===== config.mk =====
export PLATFORM = sky130hd
export DESIGN_NAME = uart_imem_loader
export DESIGN_NICKNAME = d
export VERILOG_FILES = /design/src/rtl/loader_pkg.sv /design/src/rtl/uart_rx.sv /design/src/rtl/uart_imem_loader.sv
export SDC_FILE = /design/constraint.sdc
export NUM_CORES = 1
export LEC_CHECK = 0
export ABC_AREA = 1
export ABC_CLOCK_PERIOD_IN_PS = 3000
export CORE_UTILIZATION = 35
export CTS_CLUSTER_DIAMETER = 40
export DETAILED_ROUTE_END_ITERATION = 12
export PLACE_DENSITY_LB_ADDON = 0.08
export SLEW_MARGIN = 20
export SYNTH_ARGS = -nofsm -noshare
export SYNTH_HDL_FRONTEND = slang
export SYNTH_SLANG_ARGS = --single-unit

===== constraint.sdc =====
create_clock -name clk -period 3 [get_ports clk]
set_clock_uncertainty 0.2 [all_clocks]
set_input_delay 0.6 -clock clk [delete_from_list [all_inputs] [get_ports clk]]
set_output_delay 0.6 -clock clk [all_outputs]
set_load 0.03 [all_outputs]

===== src/rtl/loader_pkg.sv =====
// Shared types and constants for the UART instruction-memory loader.
package loader_pkg;

    typedef enum logic [2:0] {
        SYNC,
        LEN_LO,
        LEN_HI,
        DATA,
        CSUM,
        DONE,
        ERROR
    } loader_state_t;

    typedef enum logic [1:0] {
        IDLE,
        START,
        BITS,
        STOP
    } rx_state_t;

    localparam logic [7:0] SYNC_BYTE = 8'hA5;

endpackage


===== src/rtl/uart_rx.sv =====
// 8N1 UART receiver: two-flop synchronizer, mid-bit sampling, one-cycle byte/error pulses.
module uart_rx
    import loader_pkg::*;
#(
    parameter int unsigned CLK_HZ = 20_000_000,
    parameter int unsigned BAUD   = 115_200
) (
    input  logic       clk,
    input  logic       reset,
    input  logic       rx,
    output logic       byte_valid,
    output logic [7:0] byte_data,
    output logic       frame_err
);

    localparam int unsigned DIV  = CLK_HZ / BAUD;
    localparam int unsigned HALF = DIV / 2;
    localparam int unsigned CW   = $clog2(DIV);

    logic          rx_meta_q, rx_sync_q;
    rx_state_t     state_q, state_d;
    logic [CW-1:0] cnt_q, cnt_d;
    logic [2:0]    bit_q, bit_d;
    logic [7:0]    shift_q, shift_d;
    logic          valid_q, valid_d;
    logic          ferr_q, ferr_d;

    assign byte_valid = valid_q;
    assign byte_data  = shift_q;
    assign frame_err  = ferr_q;

    // Synchronizer and receiver state registers.
    always_ff @(posedge clk) begin
        if (reset) begin
            rx_meta_q <= 1'b1;
            rx_sync_q <= 1'b1;
            state_q   <= IDLE;
            cnt_q     <= '0;
            bit_q     <= '0;
            shift_q   <= '0;
            valid_q   <= 1'b0;
            ferr_q    <= 1'b0;
        end else begin
            rx_meta_q <= rx;
            rx_sync_q <= rx_meta_q;
            state_q   <= state_d;
            cnt_q     <= cnt_d;
            bit_q     <= bit_d;
            shift_q   <= shift_d;
            valid_q   <= valid_d;
            ferr_q    <= ferr_d;
        end
    end

    // Bit timing: recheck start at half a bit, then sample every full bit period.
    always_comb begin
        state_d = state_q;
        cnt_d   = cnt_q;
        bit_d   = bit_q;
        shift_d = shift_q;
        valid_d = 1'b0;
        ferr_d  = 1'b0;
        case (state_q)
            IDLE: begin
                if (!rx_sync_q) begin
                    state_d = START;
                    cnt_d   = '0;
                end
            end
            START: begin
                if (cnt_q == CW'(HALF - 1)) begin
                    cnt_d   = '0;
                    bit_d   = '0;
                    state_d = rx_sync_q ? IDLE : BITS;
                end else begin
                    cnt_d = cnt_q + CW'(1);
                end
            end
            BITS: begin
                if (cnt_q == CW'(DIV - 1)) begin
                    cnt_d   = '0;
                    shift_d = {rx_sync_q, shift_q[7:1]};
                    bit_d   = bit_q + 3'd1;
                    if (bit_q == 3'd7) begin
                        state_d = STOP;
                    end
                end else begin
                    cnt_d = cnt_q + CW'(1);
                end
            end
            STOP: begin
                if (cnt_q == CW'(DIV - 1)) begin
                    cnt_d   = '0;
                    valid_d = rx_sync_q;
                    ferr_d  = !rx_sync_q;
                    state_d = IDLE;
                end else begin
                    cnt_d = cnt_q + CW'(1);
                end
            end
            default: state_d = IDLE;
        endcase
    end

endmodule


===== src/rtl/uart_imem_loader.sv =====
// Boot loader: parses a framed program image from UART and writes it into imem, gating core reset.
module uart_imem_loader
    import loader_pkg::*;
#(
    parameter int unsigned CLK_HZ     = 20_000_000,
    parameter int unsigned BAUD       = 115_200,
    parameter int unsigned IMEM_WORDS = 1024
) (
    input  logic                          clk,
    input  logic                          reset,
    input  logic                          rx,
    output logic                          imem_we,
    output logic [$clog2(IMEM_WORDS)-1:0] imem_addr,
    output logic [31:0]                   imem_data,
    output logic                          core_reset,
    output logic                          done,
    output logic                          error
);

    localparam int unsigned AW    = $clog2(IMEM_WORDS);
    localparam logic [16:0] MAX_N = 17'(IMEM_WORDS);

    logic          byte_valid;
    logic [7:0]    byte_data;
    logic          frame_err;
    logic [15:0]   len_c;

    loader_state_t state_q, state_d;
    logic [7:0]    len_lo_q, len_lo_d;
    logic [AW-1:0] idx_q, idx_d;
    logic [AW-1:0] last_q, last_d;
    logic [1:0]    lane_q, lane_d;
    logic [23:0]   lo_q, lo_d;
    logic [7:0]    csum_q, csum_d;
    logic          we_q, we_d;
    logic [AW-1:0] addr_q, addr_d;
    logic [31:0]   data_q, data_d;
    logic          core_reset_q, done_q, error_q;

    uart_rx #(
        .CLK_HZ (CLK_HZ),
        .BAUD   (BAUD)
    ) u_rx (
        .clk        (clk),
        .reset      (reset),
        .rx         (rx),
        .byte_valid (byte_valid),
        .byte_data  (byte_data),
        .frame_err  (frame_err)
    );

    assign len_c      = {byte_data, len_lo_q};
    assign imem_we    = we_q;
    assign imem_addr  = addr_q;
    assign imem_data  = data_q;
    assign core_reset = core_reset_q;
    assign done       = done_q;
    assign error      = error_q;

    // Loader state and registered outputs; status flags follow the next state.
    always_ff @(posedge clk) begin
        if (reset) begin
            state_q      <= SYNC;
            len_lo_q     <= '0;
            idx_q        <= '0;
            last_q       <= '0;
            lane_q       <= '0;
            lo_q         <= '0;
            csum_q       <= '0;
            we_q         <= 1'b0;
            addr_q       <= '0;
            data_q       <= '0;
            core_reset_q <= 1'b1;
            done_q       <= 1'b0;
            error_q      <= 1'b0;
        end else begin
            state_q      <= state_d;
            len_lo_q     <= len_lo_d;
            idx_q        <= idx_d;
            last_q       <= last_d;
            lane_q       <= lane_d;
            lo_q         <= lo_d;
            csum_q       <= csum_d;
            we_q         <= we_d;
            addr_q       <= addr_d;
            data_q       <= data_d;
            core_reset_q <= (state_d != DONE);
            done_q       <= (state_d == DONE);
            error_q      <= (state_d == ERROR);
        end
    end

    // Frame parser: header, length check, word assembly with running XOR, checksum.
    always_comb begin
        state_d  = state_q;
        len_lo_d = len_lo_q;
        idx_d    = idx_q;
        last_d   = last_q;
        lane_d   = lane_q;
        lo_d     = lo_q;
        csum_d   = csum_q;
        we_d     = 1'b0;
        addr_d   = addr_q;
        data_d   = data_q;
        if (frame_err && (state_q != SYNC) && (state_q != DONE) && (state_q != ERROR)) begin
            state_d = ERROR;
        end else if (byte_valid) begin
            case (state_q)
                SYNC, DONE, ERROR: begin
                    if (byte_data == SYNC_BYTE) begin
                        state_d = LEN_LO;
                    end
                end
                LEN_LO: begin
                    len_lo_d = byte_data;
                    state_d  = LEN_HI;
                end
                LEN_HI: begin
                    if ((len_c == 16'd0) || ({1'b0, len_c} > MAX_N)) begin
                        state_d = ERROR;
                    end else begin
                        last_d  = AW'(len_c - 16'd1);
                        idx_d   = '0;
                        lane_d  = '0;
                        csum_d  = '0;
                        state_d = DATA;
                    end
                end
                DATA: begin
                    csum_d = csum_q ^ byte_data;
                    lane_d = lane_q + 2'd1;
                    case (lane_q)
                        2'd0: lo_d[7:0]   = byte_data;
                        2'd1: lo_d[15:8]  = byte_data;
                        2'd2: lo_d[23:16] = byte_data;
                        default: begin
                            we_d   = 1'b1;
                            addr_d = idx_q;
                            data_d = {byte_data, lo_q};
                            idx_d  = idx_q + AW'(1);
                            if (idx_q == last_q) begin
                                state_d = CSUM;
                            end
                        end
                    endcase
                end
                CSUM: begin
                    state_d = (byte_data == csum_q) ? DONE : ERROR;
                end
                default: state_d = SYNC;
            endcase
        end
    end

endmodule


# After elaboration in Yosys (flattened, before gate mapping)
# Index checks and enable logic that the tools add are counted.
# Widths: inputs -> output; s select.
dict set report totals {
  reg_bits 136
  input_bits 3
  output_inout_bits 46
  elab_cells 124
}
dict set report classes {
  add_sub_neg 5
  order_cmp 1
  eq_ne 29
  n_mux 30
  bitwise_logic 8
  reduce_logical 28
}
# operator n
set op_table {}
lappend op_table {{$mux 8} 4}
lappend op_table {{$mux 3} 8}
lappend op_table {{$pmux 8 s3} 1}
lappend op_table {{$reduce_and 4->1} 6}
lappend op_table {{$mux 10} 2}
lappend op_table {{$pmux 10 s2} 1}
lappend op_table {{$eq 3x3->1 const B} 6}
lappend op_table {{$eq 8x8->1 const B} 2}
lappend op_table {{$gt 16x11->1 const B} 1}
lappend op_table {{$logic_not 16->1} 1}
lappend op_table {{$mux 2} 8}
lappend op_table {{$pmux 8 s2} 1}
lappend op_table {{$pmux 3 s5} 1}
lappend op_table {{$add 10x1->10 const B} 1}
lappend op_table {{$eq 10x10->1} 1}
lappend op_table {{$reduce_and 5->1} 2}
lappend op_table {{$sub 10x1->10 const B} 1}
lappend op_table {{$ne 3x3->1 const B} 3}
lappend op_table {{$reduce_or 3->1} 3}
lappend op_table {{$add 8x1->8 const B} 1}
lappend op_table {{$eq 8x7->1 const B} 1}
lappend op_table {{$eq 8x8->1} 1}
lappend op_table {{$ne 2x1->1 const B} 4}
lappend op_table {{$pmux 2 s4} 1}
lappend op_table {{other kinds (23)} 40}

# Depth between registers and ports, before layout
# Gate-level depths: netlist (run 1).
dict set report logic_depth {
  depth_word 7
  depth_mapped 14
  depth_no_buf 14
}

# Hierarchy
# A second synthesis (run 1) with hierarchy kept.
dict set report hier_totals {
  cells_unflattened 865
  area_unflattened_um2 6236.0
}
# mod n_inst cells_each area_each_um2 seq_area_each_um2
set modules_own_cells {}
lappend modules_own_cells {uart_imem_loader 1 704 5051.1 2222.1}
lappend modules_own_cells {uart_rx 1 161 1184.9 500.5}

# Least setup slack after synthesis (run 1)
# No wires, ideal clock.
dict set report synth_timing {
  path_type {reg-to-reg}
  startpoint {reg state_q[2]}
  endpoint {reg lane_q[0]}
  setup_ps 128
  t_arrival_ps 1568
  required_ps 2672
  slack_ps 1104
  stages_incl_launch_ff 11
  n_path_buf 1
  synth_period_minus_slack_ps 1896
  cell_sequence {dfxtp_1 buf_6 nand2_1 o21ai_1 nand2_1 nand2_4 nand2_4 nor3_4 nand2_2 o21ai_2 nor2_1}
}
dict set report synth_between {
  elab_chain_len 6
  word_cells_on_any_way 13
  classes_between {eq/ne (5); mux (1); bitwise (1); reduce/logical (6)}
}
# element line
set synth_rtl {}
lappend synth_rtl {{start: declaration} uart_imem_loader.sv:28} ;# loader_state_t state_q, state_d;
lappend synth_rtl {{start signal: assignment} uart_imem_loader.sv:77} ;# state_q <= state_d;
lappend synth_rtl {{$reduce_bool 3->1} uart_imem_loader.sv:105} ;# if (frame_err && (state_q != SYNC) && (state_q != DONE) && (state_q != ERROR)) begin
lappend synth_rtl {{$logic_and 1x1->1 (3 in a row)} uart_imem_loader.sv:105}
lappend synth_rtl {{$not 1->1 (no source line)} --}
lappend synth_rtl {{$reduce_and 4->1 (no source line)} --}
lappend synth_rtl {{end signal: assignment} uart_imem_loader.sv:81} ;# lane_q <= lane_d;
lappend synth_rtl {{end: declaration} uart_imem_loader.sv:32} ;# logic [1:0] lane_q, lane_d;
# Several ways; a longest one is shown, not always the timed one.
# A chain may end at the register's enable or synchronous reset.

# Worst setup path in the final report (run 1)
dict set report layout_timing {
  startpoint {reg state_q[2]}
  endpoint {reg idx_q[1]}
}
dict set report layout_between {
  elab_chain_len 6
  word_cells_on_any_way 14
  classes_between {eq/ne (6); mux (1); bitwise (1); reduce/logical (6)}
}
# element line
set layout_rtl {}
lappend layout_rtl {{$reduce_bool 3->1} uart_imem_loader.sv:105}
lappend layout_rtl {{$logic_and 1x1->1 (3 in a row)} uart_imem_loader.sv:105}
lappend layout_rtl {{$not 1->1 (no source line)} --}
lappend layout_rtl {{$reduce_and 5->1 (no source line)} --}
lappend layout_rtl {{end signal: assignment} uart_imem_loader.sv:79} ;# idx_q <= idx_d;
lappend layout_rtl {{end: declaration} uart_imem_loader.sv:30} ;# logic [AW-1:0] idx_q, idx_d;
# Several ways; a longest one is shown, not always the timed one.

==> impl_metrics.ini, run 1 <==
[status]
outcome = completed

[synthesis]
yosysSeqAreaShare = 0.464
netlist_area_um2 = 5870
synth_fp_nets = 810
ys_ff_latch = 136
yosysUniqueCellTypes = 35
syn_area_per_cell_um2 = 7.38
synth_warnings = 0
netlist_instances = 795

[sta]
finalSetupTns_ns = 0
fmax_mhz = 421
rsz0062_at_grt = no
fin_hold_ws_ns = 0.208
slew_headroom = 0.629
timing_hold_violations_final = 0
setup_ws_ns = 0.625
worstMarginPinSlew_ns = 0.551
setup_violations = 0
final-max-slew-violation-count = 0
fin_crit_sh = 0.792
fin_crit_ns = 2.37

[route]
drt-initial-drc-count = 387
wl_met3_um = 600
routed_via_density = 4.89
wl_met2_um = 6680
wire_per_inst_um = 14.1
dr.max_layer_used = met4
routed_wl_um = 14900
postRouteAntennaNets = 0
drc_errors = 0
vias = 5183
drt_first_pass_iters = 7
met1_length_um = 7370

[cts]
cts_buffers = 17
cts.sinks = 136
ctsRootBufferMaster = clkbuf_16
cts_max_path_buffers = 2
htreeDepth = 4
cts_resized = 0
hold_buffers = 0
cts_tree = done
clk_latency_ns = 0.43
cts_setup_buffers = 0
path_clk_slew_ns = 0.06

[grt]
antenna_found_initial = 0
grt_overflow = 0
grt_pass1_wl_um = 24600
first_global_vias = 4693
grt_use_total = 0.182
grt_max_degree = 91

[worst_hold_path]
hold_end = u_rx.rx_sync_q$_SDFF_PP1_
whs_path_depth = 1
hp-class = register to register
hp-start = u_rx.rx_meta_q$_SDFF_PP1_

[critical_path]
reg2regPathDepth = 11
worst-path-stages = 11
worst_setup_path_end_kind = register
critPathBufInv = 1
reg2reg_slack_ns = 0.63
critical_path.max_stage_delay_ns = 0.54
cp-start-kind = register
worstPathArrival_ns = 2.48
path_max_fanout = 17
r2r_start = state_q[2]$_SDFF_PP0_
required_ns = 3.11
path_cells = nand2_1 > o21ai_1 > nand2_1 > nand2_4 > nand2_4 > nor3_4 > buf_4 > nand3_2 > nand2_1 > o21a_1 > nor2_1
crit_path_frequent_cell = nand2_1
rr_endpoint = idx_q[1]$_SDFFE_PP0P_
crit_family = simple AND/OR/NAND/NOR gates
critPathSlowestCell = dfxtp_1
path_class = register to register

[floorplan]
io_pins = 49
die_w_um = 131
row_count = 46
die_area_um2 = 17300
start_util = 0.364
core-area_um2 = 16100
die_height_um = 131

[power_and_ir_drop]
peakVddDrop_uv = 379
p_per_area_nw_per_um2 = 590
power.leakage_nw = 2.86
finalPower_mw = 4.24

[run]
max_cap_violations = 0

[final_layout]
drive_gt1_frac = 0.0640
area_delta_synth_final_pct = 22.4
finish.utilization = 0.446
fin_cells = 1060
design_area_um2 = 7180
final_cell_mix = dfxtp_1 (136), nand2_1 (119), nor2_1 (115)
layout_commonest_cell = dfxtp_1
layout.nets = 847
num_antenna_cells = 0

[placed_design]
gp_congestion = 0.812
post-place-ws_ns = 0.638
placed_area_um2 = 6530
hpwl_um = 10100
dp_cells = 1029
portBuffers = 48
cells in the mapped netlist:
| cell type | n | share of area |
|---|---|---|
| dfxtp_1 | 136 | 0.46 |
| nand2_1 | 119 | 0.076 |
| nor2_1 | 115 | 0.074 |
| o21ai_0 | 98 | 0.084 |
| a21oi_1 | 97 | 0.083 |
| inv_1 | 74 | 0.047 |
| clkbuf_1 | 27 | 0.017 |
| nand3_1 | 22 | 0.019 |
| nand4_1 | 20 | 0.021 |
| nor3_1 | 13 | 0.011 |
| ha_1 | 12 | 0.026 |
| xor2_1 | 12 | 0.018 |
| buf_2 | 9 | 0.0077 |
| xnor2_1 | 6 | 0.0090 |
| or2_2 | 4 | 0.0043 |
| a22oi_1 | 3 | 0.0038 |
| a31oi_1 | 3 | 0.0032 |
| o21ai_1 | 3 | 0.0026 |
| a211oi_1 | 2 | 0.0026 |
| buf_4 | 2 | 0.0026 |
| nand2_2 | 2 | 0.0021 |
| nand2_4 | 2 | 0.0038 |
| nor2_2 | 2 | 0.0021 |
| a31o_2 | 1 | 0.0015 |
| buf_6 | 1 | 0.0019 |
| inv_2 | 1 | 0.00064 |
| nand2b_1 | 1 | 0.0011 |
| nand3_2 | 1 | 0.0017 |
| nor3_4 | 1 | 0.0028 |
| nor3b_1 | 1 | 0.0013 |
| nor4_1 | 1 | 0.0011 |
| o21a_1 | 1 | 0.0013 |
| o21ai_2 | 1 | 0.0015 |
| o21bai_1 | 1 | 0.0013 |
| o22ai_1 | 1 | 0.0011 |
area by class of cell:
cell class | count | area (um2)
clock buffers | 21 | 460
inverters | 75 | 282
clock inverters | 10 | 194
well taps | 216 | 270
fillers | 1610 | 8930
multi-input cells | 545 | 2690
repair buffers | 57 | 561
flip-flops and latches | 136 | 2720
cells by family after synthesis:
logic type | after synthesis | share of synthesized area
AOI/OAI and AO/OA | 211 | 0.185
DFF | 136 | 0.464
xor gates and xnor gates | 18 | 0.0269
adders and majority gates | 12 | 0.0256
and+or+nand+nor | 304 | 0.221
buffers and inverters | 114 | 0.0774
per-layer routing:
metal | vias up | GRT usage
li1 | 2690 | -
met1 | 2361 | 0.244
met2 | 108 | 0.278
met3 | 24 | 0.0401
met4 | 0 | 0.0788
met5 | - | 0
flip-flops by register name, indices dropped and copies added (netlist names), 8 cells and up, named ones only:
register,flops
imem_addr,10
len_lo_q,8
u_rx.cnt_q,8
imem_data,32
u_rx.byte_data,8
csum_q,8
last_q,10
lo_q,24
idx_q,10
where the power goes:
group | switching, mW | internal (mW) | total, mW
clock | 0.795 | 1.52 | 2.31
combinational | 0.0688 | 0.0325 | 0.101
sequential | 0.0102 | 1.81 | 1.82
total | 0.874 | 3.37 | 4.24
worst max-delay path by stage:
stage | slack [ns] | to | startpoint
after floorplan | 1.10 | lane_q[0]$_SDFFE_PP0P_ | state_q[2]$_SDFF_PP0_
after global placement | 0.66 | lane_q[0]$_SDFFE_PP0P_ | len_lo_q[2]$_SDFFE_PP0P_
after detailed placement | 0.64 | idx_q[1]$_SDFFE_PP0P_ | state_q[2]$_SDFF_PP0_
after CTS | 0.63 | idx_q[1]$_SDFFE_PP0P_ | state_q[2]$_SDFF_PP0_
after global routing | 0.36 | csum_q[2]$_SDFFE_PP0P_ | len_lo_q[0]$_SDFFE_PP0P_
final | 0.63 | idx_q[1]$_SDFFE_PP0P_ | state_q[2]$_SDFF_PP0_
(Power assumes the default switching activity.)
==> run 2: changes to the inputs <==
--- a/config.mk
+++ b/config.mk
@@ -6,7 +6,7 @@
 export NUM_CORES = 1
 export LEC_CHECK = 0
 export ABC_AREA = 1
-export ABC_CLOCK_PERIOD_IN_PS = 3000
+export ABC_CLOCK_PERIOD_IN_PS = 2350
 export CORE_UTILIZATION = 35
 export CTS_CLUSTER_DIAMETER = 40
 export DETAILED_ROUTE_END_ITERATION = 12
==> constraint.sdc (replaced) <==
create_clock -name clk -period 2.35 [get_ports clk]
set_clock_uncertainty 0.2 [all_clocks]
set_input_delay 0.47 -clock clk [delete_from_list [all_inputs] [get_ports clk]]
set_output_delay 0.47 -clock clk [all_outputs]
set_load 0.03 [all_outputs]
==> run 2 against run 1 <==
Compared with the run above: setup slack got worse by 0.42 ns; routed wire length decreased by 2.4%; final cell count increased by 1.2%; global-route usage decreased by 0.34 points; sequential share of layout area decreased by 0.50 points; count of clock-buffer cells in the layout decreased by 2; hold slack improved by 0.0070 ns; clock power increased by 24%; flip-flop and latch count unchanged; sequential power increased by 28%; final area increased by 1.3%; non-clock buffer count increased by 12; critical endpoint is now imem_data[25].
==> impl_metrics.ini, run 2 (synthesis gave the netlist of run 1 again) <==
[route]
routed_wl_um = 14600
drt-initial-drc-count = 236
drc_errors = 0
routed_via_density = 4.82
postRouteAntennaNets = 0
vias = 5177
wire_per_inst_um = 13.6
drt_first_pass_iters = 5

[critical_path]
critPathBufInv = 1
worst-path-stages = 1
path_cells = clkdlybuf4s50_1
worstPathArrival_ns = 1.47
path_class = register to output port
path_max_fanout = 2
critPathSlowestCell = clkdlybuf4s50_1
critical_path.max_stage_delay_ns = 0.69
worst_setup_path_end_kind = output port
cp-start-kind = register
reg2regPathDepth = 10
crit_family = buffers and inverters
required_ns = 1.68

[sta]
fin_hold_ws_ns = 0.215
timing_hold_violations_final = 0
finalSetupTns_ns = 0
fin_crit_sh = 0.912
setup_violations = 0
fin_crit_ns = 2.14
slew_headroom = 0.681
fmax_mhz = 467
final-max-slew-violation-count = 0
worstMarginPinSlew_ns = 0.475
setup_ws_ns = 0.208
rsz0062_at_grt = no

[floorplan]
row_count = 46
die_height_um = 131
die_w_um = 131
io_pins = 49
die_area_um2 = 17300
core-area_um2 = 16100
start_util = 0.364

[cts]
cts_tree = done
clk_latency_ns = 0.42
ctsRootBufferMaster = clkbuf_16
hold_buffers = 0
path_clk_slew_ns = 0.06
cts_max_path_buffers = 2
cts_setup_buffers = 0
cts_buffers = 17
htreeDepth = 4
cts.sinks = 136
cts_resized = 0

[grt]
grt_max_degree = 55
grt_pass1_wl_um = 24700
grt_use_total = 0.178
first_global_vias = 4992
grt_overflow = 0
antenna_found_initial = 0

[worst_hold_path]
hp-class = register to register
whs_path_depth = 1

[final_layout]
area_delta_synth_final_pct = 24.0
fin_cells = 1073
layout.nets = 859
final_cell_mix = dfxtp_1 (136), nand2_1 (119), nor2_1 (115)
drive_gt1_frac = 0.0793
largest_reg_flops = 32
layout_commonest_cell = dfxtp_1
num_antenna_cells = 0

[placed_design]
dp_cells = 1041
gp_congestion = 0.838
hpwl_um = 10200
post-place-ws_ns = 0.212
portBuffers = 48

[run]
max_cap_violations = 0

[power_and_ir_drop]
power.share.combinational = 0.026
p_seq_frac = 0.437
power.leakage_nw = 2.92
switchingPower_mw = 1.15
p_sw_frac = 0.216
p_per_area_nw_per_um2 = 732
peakVddDrop_uv = 529
finalPower_mw = 5.33
p_int_mw = 4.18
clockPowerShare = 0.537

[status]
outcome = completed
-- run 2: cell types whose count changed in the layout (fill, tap and decap cells not counted) --
cell | previous run | this run
buf_12 | 1 | 3
buf_4 | 8 | 18
bufinv_16 | 5 | 4
clkbuf_1 | 2 | 1
clkbuf_8 | 2 | 1
clkinv_2 | 0 | 2
clkinv_4 | 5 | 4
inv_6 | 0 | 3
-- run 2: cell type report --
type | count | area [um2]
inverter | 75 | 282
fill | 1629 | 8840
clock inverter | 13 | 191
clock buffer | 19 | 443
sequential | 136 | 2720
multi-input combinational | 545 | 2690
tap | 216 | 270
timing repair buffer | 69 | 676
-- run 2: power by group through the flow --
stage	sequential [mW]	combinational, mW	clock [mW]
floorplan	2.37	0.0982	0
global placement	2.38	0.136	0
detailed placement	2.38	0.137	0
CTS	2.33	0.139	2.93
global route	2.33	0.158	3.02
finish	2.33	0.137	2.86
-- run 2: per-stage QoR --
stage	util	cell area, um2
2_1_floorplan	-	5870
3_3_place_gp	0.412	6640
3_5_place_dp	0.412	6640
4_1_cts	0.451	7280
5_1_grt	0.451	7280
6_report	0.451	7280
-- run 2: final timing paths --
path / startpoint / to / slack, ns
setup / recovery: imem_data[25]$_SDFFE_PP0P_ / imem_data[25] / 0.21
hold / removal: u_rx.rx_meta_q$_SDFF_PP1_ / u_rx.rx_sync_q$_SDFF_PP1_ / 0.21
setup reg to reg: state_q[0]$_SDFF_PP0_ / imem_data[29]$_SDFFE_PP0P_ / 0.24
hold reg to reg: u_rx.rx_meta_q$_SDFF_PP1_ / u_rx.rx_sync_q$_SDFF_PP1_ / 0.21
-- run 2: per-layer routing --
metal  vias to the layer above  GRT usage  part of all wire
li1                       2709          -                 -
met1                      2381      0.233              0.50
met2                        74      0.291              0.46
met3                        13     0.0359             0.029
met4                         0     0.0607             0.012
met5                         -          0                 0
